**config.mk**
```make
export PLATFORM = sky130hd
export DESIGN_NAME = wb_commit_unit
export DESIGN_NICKNAME = d
export VERILOG_FILES = /design/src/rtl/wb_commit_unit.sv
export SDC_FILE = /design/constraint.sdc
export NUM_CORES = 2
export LEC_CHECK = 0
export CORE_ASPECT_RATIO = 1.2
export CORE_MARGIN = 2
export CORE_UTILIZATION = 51
export DETAILED_ROUTE_END_ITERATION = 10
export HOLD_SLACK_MARGIN = 0.05
export MAX_ROUTING_LAYER = met4
export PLACE_DENSITY = 0.7
export SLEW_MARGIN = 40
export SYNTH_ARGS = -nofsm -noshare
export SYNTH_HDL_FRONTEND = slang
export SYNTH_SLANG_ARGS = --single-unit
export TNS_END_PERCENT = 10
```
**constraint.sdc**
```tcl
create_clock -name clk -period 3.1 [get_ports clk]
set_input_delay 0.62 -clock clk [delete_from_list [all_inputs] [get_ports clk]]
set_output_delay 0.62 -clock clk [all_outputs]
set_load 0.03 [all_outputs]
```
**src/rtl/wb_commit_unit.sv**
```systemverilog
// Writeback commit: GPR file and HI/LO architectural state, updated from the MEM/WB bundle,
// with write-through bypassed decode read ports and a commit counter.
module wb_commit_unit #(
    parameter int unsigned CNT_W = 32
) (
    input  logic             clk,
    input  logic             reset,
    input  logic             RegWriteW,
    input  logic             MemtoRegW,
    input  logic             hilowriteW,
    input  logic [31:0]      aluoutW,
    input  logic [31:0]      readdataW,
    input  logic [63:0]      hiloresW,
    input  logic [4:0]       writeregW,
    input  logic [4:0]       ra1D,
    input  logic [4:0]       ra2D,
    output logic [31:0]      rd1D,
    output logic [31:0]      rd2D,
    output logic [63:0]      hiloD,
    output logic [31:0]      resultW,
    output logic [CNT_W-1:0] commit_cnt
);

    logic [31:0]      gpr_q [32];
    logic [31:0]      gpr_d [32];
    logic [31:0]      hi_q, hi_d;
    logic [31:0]      lo_q, lo_d;
    logic [CNT_W-1:0] cnt_q, cnt_d;
    logic             gpr_we;
    logic             hilo_we;

    // Enables are masked while reset is held so a presented write is neither bypassed nor kept.
    assign gpr_we  = RegWriteW && reset && (writeregW != 5'd0);
    assign hilo_we = hilowriteW && reset;

    always_comb begin
        resultW = MemtoRegW ? readdataW : aluoutW;
        gpr_d   = gpr_q;
        hi_d    = hi_q;
        lo_d    = lo_q;
        cnt_d   = cnt_q;
        if (gpr_we) begin
            gpr_d[writeregW] = resultW;
        end
        if (hilo_we) begin
            hi_d = hiloresW[63:32];
            lo_d = hiloresW[31:0];
        end
        if (gpr_we || hilo_we) begin
            cnt_d = cnt_q + CNT_W'(1);
        end
    end

    always_comb begin
        rd1D = '0;
        rd2D = '0;
        if (ra1D != 5'd0) begin
            rd1D = (gpr_we && (writeregW == ra1D)) ? resultW : gpr_q[ra1D];
        end
        if (ra2D != 5'd0) begin
            rd2D = (gpr_we && (writeregW == ra2D)) ? resultW : gpr_q[ra2D];
        end
        hiloD = hilo_we ? hiloresW : {hi_q, lo_q};
    end

    always_ff @(posedge clk or negedge reset) begin
        if (!reset) begin
            for (int unsigned i = 0; i < 32; i++) begin
                gpr_q[i] <= '0;
            end
            hi_q  <= '0;
            lo_q  <= '0;
            cnt_q <= '0;
        end else begin
            gpr_q <= gpr_d;
            hi_q  <= hi_d;
            lo_q  <= lo_d;
            cnt_q <= cnt_d;
        end
    end

    assign commit_cnt = cnt_q;

endmodule

```
==> Word-level counts from Yosys, hierarchy flattened <==
Index checks and enable logic that the tools add are counted.
{ "classes": {"multipliers": 0, "n_lt_le_gt_ge": 4, "mux": 15, "div_mod_pow": 0, "n_addsub": 1, "n_reduce_logical": 10, "n_shift": 0, "eq_ne": 2, "n_bitwise": 3} }
{ "ops": {"columns": ["operator", "count"], "rows": [
  ["1024-bit bitwise mux", 1],
  ["32-bit binary-select mux with 5-bit select", 2],
  ["32-bit two-way mux", 10],
  ["32-bit demux with 5-bit select", 1],
  ["64-bit two-way mux", 1],
  ["32-bit by 1-bit adder with 32-bit output (second input constant)", 1],
  ["6-bit >= comparator (second input constant)", 3],
  ["5-bit NOT with 6-bit output", 3],
  ["5-bit nonzero test", 3],
  ["5-bit equality test", 2],
  ["1-bit logical AND", 6],
  ["6-bit by 1-bit < comparator with 1-bit output (second input constant)", 1],
  ["1-bit logical OR", 1]
]} }
{ "word_totals": {"ram_bits": 0, "rom_bits": 0, "latchBits": 0, "memories": 0, "output_inout_bits": 192, "in_bits": 148, "regBits": 1120} }

==> Logic depth before layout (Yosys ltp) <==
{ "depth": {"depth_word": 6, "ltp_mapped": 11} }

==> Worst setup path after synthesis <==
No wires, ideal clock.
{ "synth_path": {"path_kind": "in2out", "startpoint": "in ra2D[1]", "endpoint": "out rd2D[0]", "setup_slack_ns": -0.238, "stages": 8, "t_required_ns": 2.480, "arrival_ns": 2.718, "path_cell_list": "buf_4 -> and2_1 -> buf_2 -> dlygate4sd1_1 -> a221o_1 -> a31oi_1 -> o21ai_1 -> a221oi_1"} }
{ "synth_between": {"elab_chain_cells": 6, "word_cells_on_any_way": 9, "classes_between": "1 x eq/ne; 5 x mux; 1 x bitwise; 2 x reduce/logical"} }
{ "synth_rtl": {"columns": ["element", "line", "source"], "rows": [
  ["from (decl)", "16", "input logic [4:0] ra2D,"],
  ["5-bit NOT with 6-bit output (implied by the code)", "61", "rd2D = (gpr_we && (writeregW == ra2D)) ? resultW : gpr_q[ra2D];"],
  ["32-bit binary-select mux with 5-bit select", "61", null],
  ["32-bit two-way mux (implied by the code) (2 in a row)", "61", null],
  ["32-bit two-way mux", "61", null],
  ["32-bit two-way mux *", "60", "if (ra2D != 5'd0) begin"],
  ["to (decl)", "18", "output logic [31:0] rd2D,"]
]} }
Every way passes the cells marked *; elsewhere a longest branch is shown, timed or not. The select of a mux whose other input is x is not followed.

==> Worst setup path after layout <==
{ "layout_path": {"startpoint": "in ra1D[0]", "endpoint": "out rd1D[2]"} }
{ "layout_between": {"elab_chain_cells": 6, "word_cells_on_any_way": 9, "classes_between": "1 x eq/ne; 5 x mux; 1 x bitwise; 2 x reduce/logical"} }
{ "layout_rtl": {"columns": ["element", "line", "source"], "rows": [
  ["from (decl)", "15", "input logic [4:0] ra1D,"],
  ["5-bit NOT with 6-bit output (implied by the code)", "58", "rd1D = (gpr_we && (writeregW == ra1D)) ? resultW : gpr_q[ra1D];"],
  ["32-bit binary-select mux with 5-bit select", "58", null],
  ["32-bit two-way mux (implied by the code) (2 in a row)", "58", null],
  ["32-bit two-way mux", "58", null],
  ["32-bit two-way mux *", "57", "if (ra1D != 5'd0) begin"],
  ["to (decl)", "17", "output logic [31:0] rd1D,"]
]} }
Marks and branches as above.

==> key figures <==
Outcome
  – Status: complete, but fails checks
  – Failing checks: setup timing

Critical path
  – Crit Path Class: input pin to output port
  – CP peak stage delay: ~530 ps
  – CP top delay family: buffers and inverters
  – CP startpoint: ra1D[0]
  – Buf/Inv on CP: 5
  – Slowest stage cell on the critical path: mux4_2
  – Setup crit end: rd1D[2]
  – Crit-path max FO: 10
  – R2R depth: 7
  – FF-to-FF End: commit_cnt[25]
  – Startpoint Class: input pin
  – CP Depth: 11
  – Crit end category: output port
  – R2r setup slk: between 1000 and 1500 ps
  – Worst r2r src: commit_cnt[14]
  – Cells along the critical path: buf_16 -> buf_16 -> buf_8 -> mux4_2 -> o211ai_1 -> o211ai_1 -> a21o_1 -> buf_12 -> nand2_1 -> o21ai_4 -> buf_12
  – Data arrival time at the worst-slack endpoint: approximately 2800 ps
  – Worst endpoint required time: between 2000 and 2500 ps

Power
  – Pleak: between 30 and 40 nW
  – Maximum vdd drop: 572.5 uV
  – P per Cell Area: 598.4 nW/um^2
  – Total Power: around 45 mW

Placement
  – Area of placed instances: roughly 68000 sq um
  – Final HPWL DP: approximately 150 mm
  – Port Buf Inserts: around 340
  – GP Congestion: 1.024
  – Placed insts: roughly 7300

Floorplanning
  – Row cnt: approximately 140
  – Top Ports: 340
  – Die width: between 300 and 400 microns
  – DIE AREA: 117400 sq um
  – Die Y-Extent: roughly 370 microns
  – Starting Density: 51.22%
  – Core Region: 114200 sq um

Route
  – DRC: 0
  – Total Wirelength: roughly 230 mm
  – WL per Instance: roughly 30 microns
  – Via Count: slightly above 50000
  – Post-route ant nets: 0
  – DR vias/cell: 6.649
  – Detailed Routing Iterations Pass 1: 8
  – Starting DRT DRC Count: about 6900

Logic synthesis
  – EDFF count, synth: 0
  – Synth top area share: a little under half
  – Cells after synthesis: about 5300
  – Share of flip-flops with an asynchronous set or reset: 100.0%
  – Sequential-to-total area share from yosys stat: about 48%
  – Most used DFF post-synth: dfrtp_1
  – Register bit total from synthesis: ~1100
  – Yosys top cell by area: dfrtp_1
  – Largest cells by area after synthesis: dfrtp_1 (48%), mux4_2 (14%), mux2i_1 (5.8%)
  – Unique masters post-synth: between 60 and 70
  – Syn Nets: 5495
  – Mean Syn Cell Area: between 10 and 15 sq um
  – Post-Syn Area: between 50000 and 60000 sq um
  – Synth warn: 0

Global routing
  – Largest net degree at the start of global routing: about 160
  – Vias in the first global route: ~51000
  – Aggregate global-route resource usage: ~40%
  – Initial antenna violation count: 7
  – Global-route wire length before repair: roughly 340 mm
  – Gr ovfl total: 0

Clock tree
  – CTS clock-pin slew for the worst setup and hold paths: around 60 ps
  – Clock root cell: clkbuf_16
  – CTS Sinks: 1120
  – CTS Buf Count: ~110
  – Clk_lat worst skew: 720 ps
  – CTS tree: done
  – CTS max path bufs: 3
  – Htree depth: 3

Final layout
  – Multi-input logic area: between 20000 and 30000 sq um
  – Finished Layout Cells: between 7000 and 8000
  – Fill count: roughly 8000
  – Share of layout cells above drive strength 1: ~30%
  – Final instance area: 75600 sq um
  – Final #Nets: ~6000
  – Syn-to-layout area delta: 29.27%
  – FF+latch area: 28030 sq um

Timing
  – Post-route setup slack: -311.9 ps
  – Peak Freq: 0.2931 GHz
  – Slew @ Worst Pin: 746.6 ps
  – Clock period minus final worst setup slack: 3412 ps
  – Clock skew: 14.25 ps
  – Period utilisation layout: 110.1%
  – Final setup fails: 64
  – Final max-slew violation count: 0
  – Final hold violation count: 0
  – Max_slew headroom: 50.22%
  – RSZ-0062 raised after global routing: yes
  – Hold slack: 71.67 ps

Job
  – MaxCap Viol Count: 0

Hold path
  – Worst hold path class: input pin to async pin
## layout make-up
| cell class | count | area share (%) |
|---|---|---|
| multi-input combinational | 3626 | 38.94 |
| sequential | 1120 | 37.07 |
| timing repair buffer | 1076 | 15.83 |
| clock buffer | 164 | 4.487 |
| tap | 1518 | 2.512 |
| clock inverter | 49 | 0.9401 |
| inverter | 40 | 0.2003 |
| antenna | 6 | 0.01986 |
## timing repair
item	in CTS	in global routing
setup endpoints to repair	123	65
setup buffers	69	14
hold buffers	1	0
endpoints found under the hold margin	53	0
cloned	19	0
pin swaps	94	43
resized for setup	460	104
## synth_stat cells, types with 10 or more instances
master,count
a211oi_1,54
a21oi_1,571
a221o_1,40
a221oi_1,72
a221oi_2,15
a22oi_1,29
and2_1,12
and3_1,20
buf_2,84
buf_4,15
buf_6,38
buf_8,23
clkbuf_1,377
dfrtp_1,1120
inv_1,38
mux2_2,85
mux2i_1,338
mux4_1,31
mux4_2,355
nand2_1,560
nand2b_1,10
nand3_1,37
nand4_1,12
nor2_1,564
nor2b_1,24
nor3_1,41
o211ai_1,19
o21ai_0,564
o21ai_1,10
o22ai_1,26
xnor2_1,26
xor2_1,15
## power by group
part           switching [mW]  internal (mW)  leakage (nW)
Clock                    6.16           8.92          2.02
Combinational            5.91           5.48          16.6
Sequential               1.81           17.0          14.5
## cell usage in the layout (no fill, tap or decap), types with 17 or more instances in the layout
cell and n:
and3_1 19, a221oi_1 32, buf_4 542, inv_1 36, clkdlybuf4s50_1 174, a221oi_2 52, a21oi_1 552, buf_12 180
nor2_1 551, dfrtp_1 1120, mux2i_4 30, a211oi_2 30, buf_16 30, xnor2_1 25, a21oi_2 19, nand3_1 30
nor2b_1 19, dlygate4sd2_1 61, o211ai_1 19, o21ai_1 31, clkbuf_8 33, mux2_2 84, clkbuf_16 116, nor3_1 27
buf_6 52, clkinv_2 23, a211oi_1 19, a221o_1 40, mux2i_1 301, mux4_2 369, nand2_1 546, mux4_1 17
buf_8 24, o21ai_0 513
## logic make-up (layout without fill, tap and decap cells)
| group | count (synthesis) | count (layout) | synth area share, % |
|---|---|---|---|
| mux | 809 | 809 | 22.49 |
| other cells | 0 | 6 | 0 |
| fa+ha+maj | 1 | 1 | 0.02139 |
| flops | 1120 | 1120 | 47.92 |
| xor+xnor | 41 | 41 | 0.6140 |
| compound gates | 1456 | 1456 | 14.34 |
| buf+inv | 600 | 1329 | 5.372 |
| simple gates | 1319 | 1319 | 9.243 |
## metrics by stage
step	utilization, %	setup TNS, ps	setup WS (ps)
4_1_cts	65.68	-10020	-293.6
3_3_place_gp	59.80	-42370	-1232
3_5_place_dp	59.83	-40490	-675.1
6_report	66.21	-11870	-311.9
2_1_floorplan	-	-4469	-192.3
5_1_grt	66.21	-13700	-319.6
## registers in the layout (all words and copies together), names as in the netlist
name,flops
commit_cnt,32
lo_q,32
hi_q,32
gpr_q,1024
## metal layers
metal  part of all wire [%]  global-route usage (%)  vias up
li1                       -                       -    20750
met1                     34                   49.20    24850
met2                     43                   56.95     3844
met3                     13                   11.77     1093
met4                    9.5                   30.78        0
met5                      0                       -        -
## worst min path at each step
| stage | depth (start not counted) | startpoint | slack, ps | to |
|---|---|---|---|---|
| 2_1_floorplan | 0 | reset | 320 | commit_cnt[0] |
| 3_3_place_gp | 0 | gpr_q[1014] | 380 | gpr_q[1014] |
| 3_5_place_dp | 0 | gpr_q[1008] | 380 | gpr_q[1008] |
| 4_1_cts | 2 | reset | 80 | commit_cnt[17] |
| 5_1_grt | 2 | reset | 130 | commit_cnt[17] |
| 6_report | 2 | reset | 70 | commit_cnt[17] |
(Power assumes the default switching activity.)
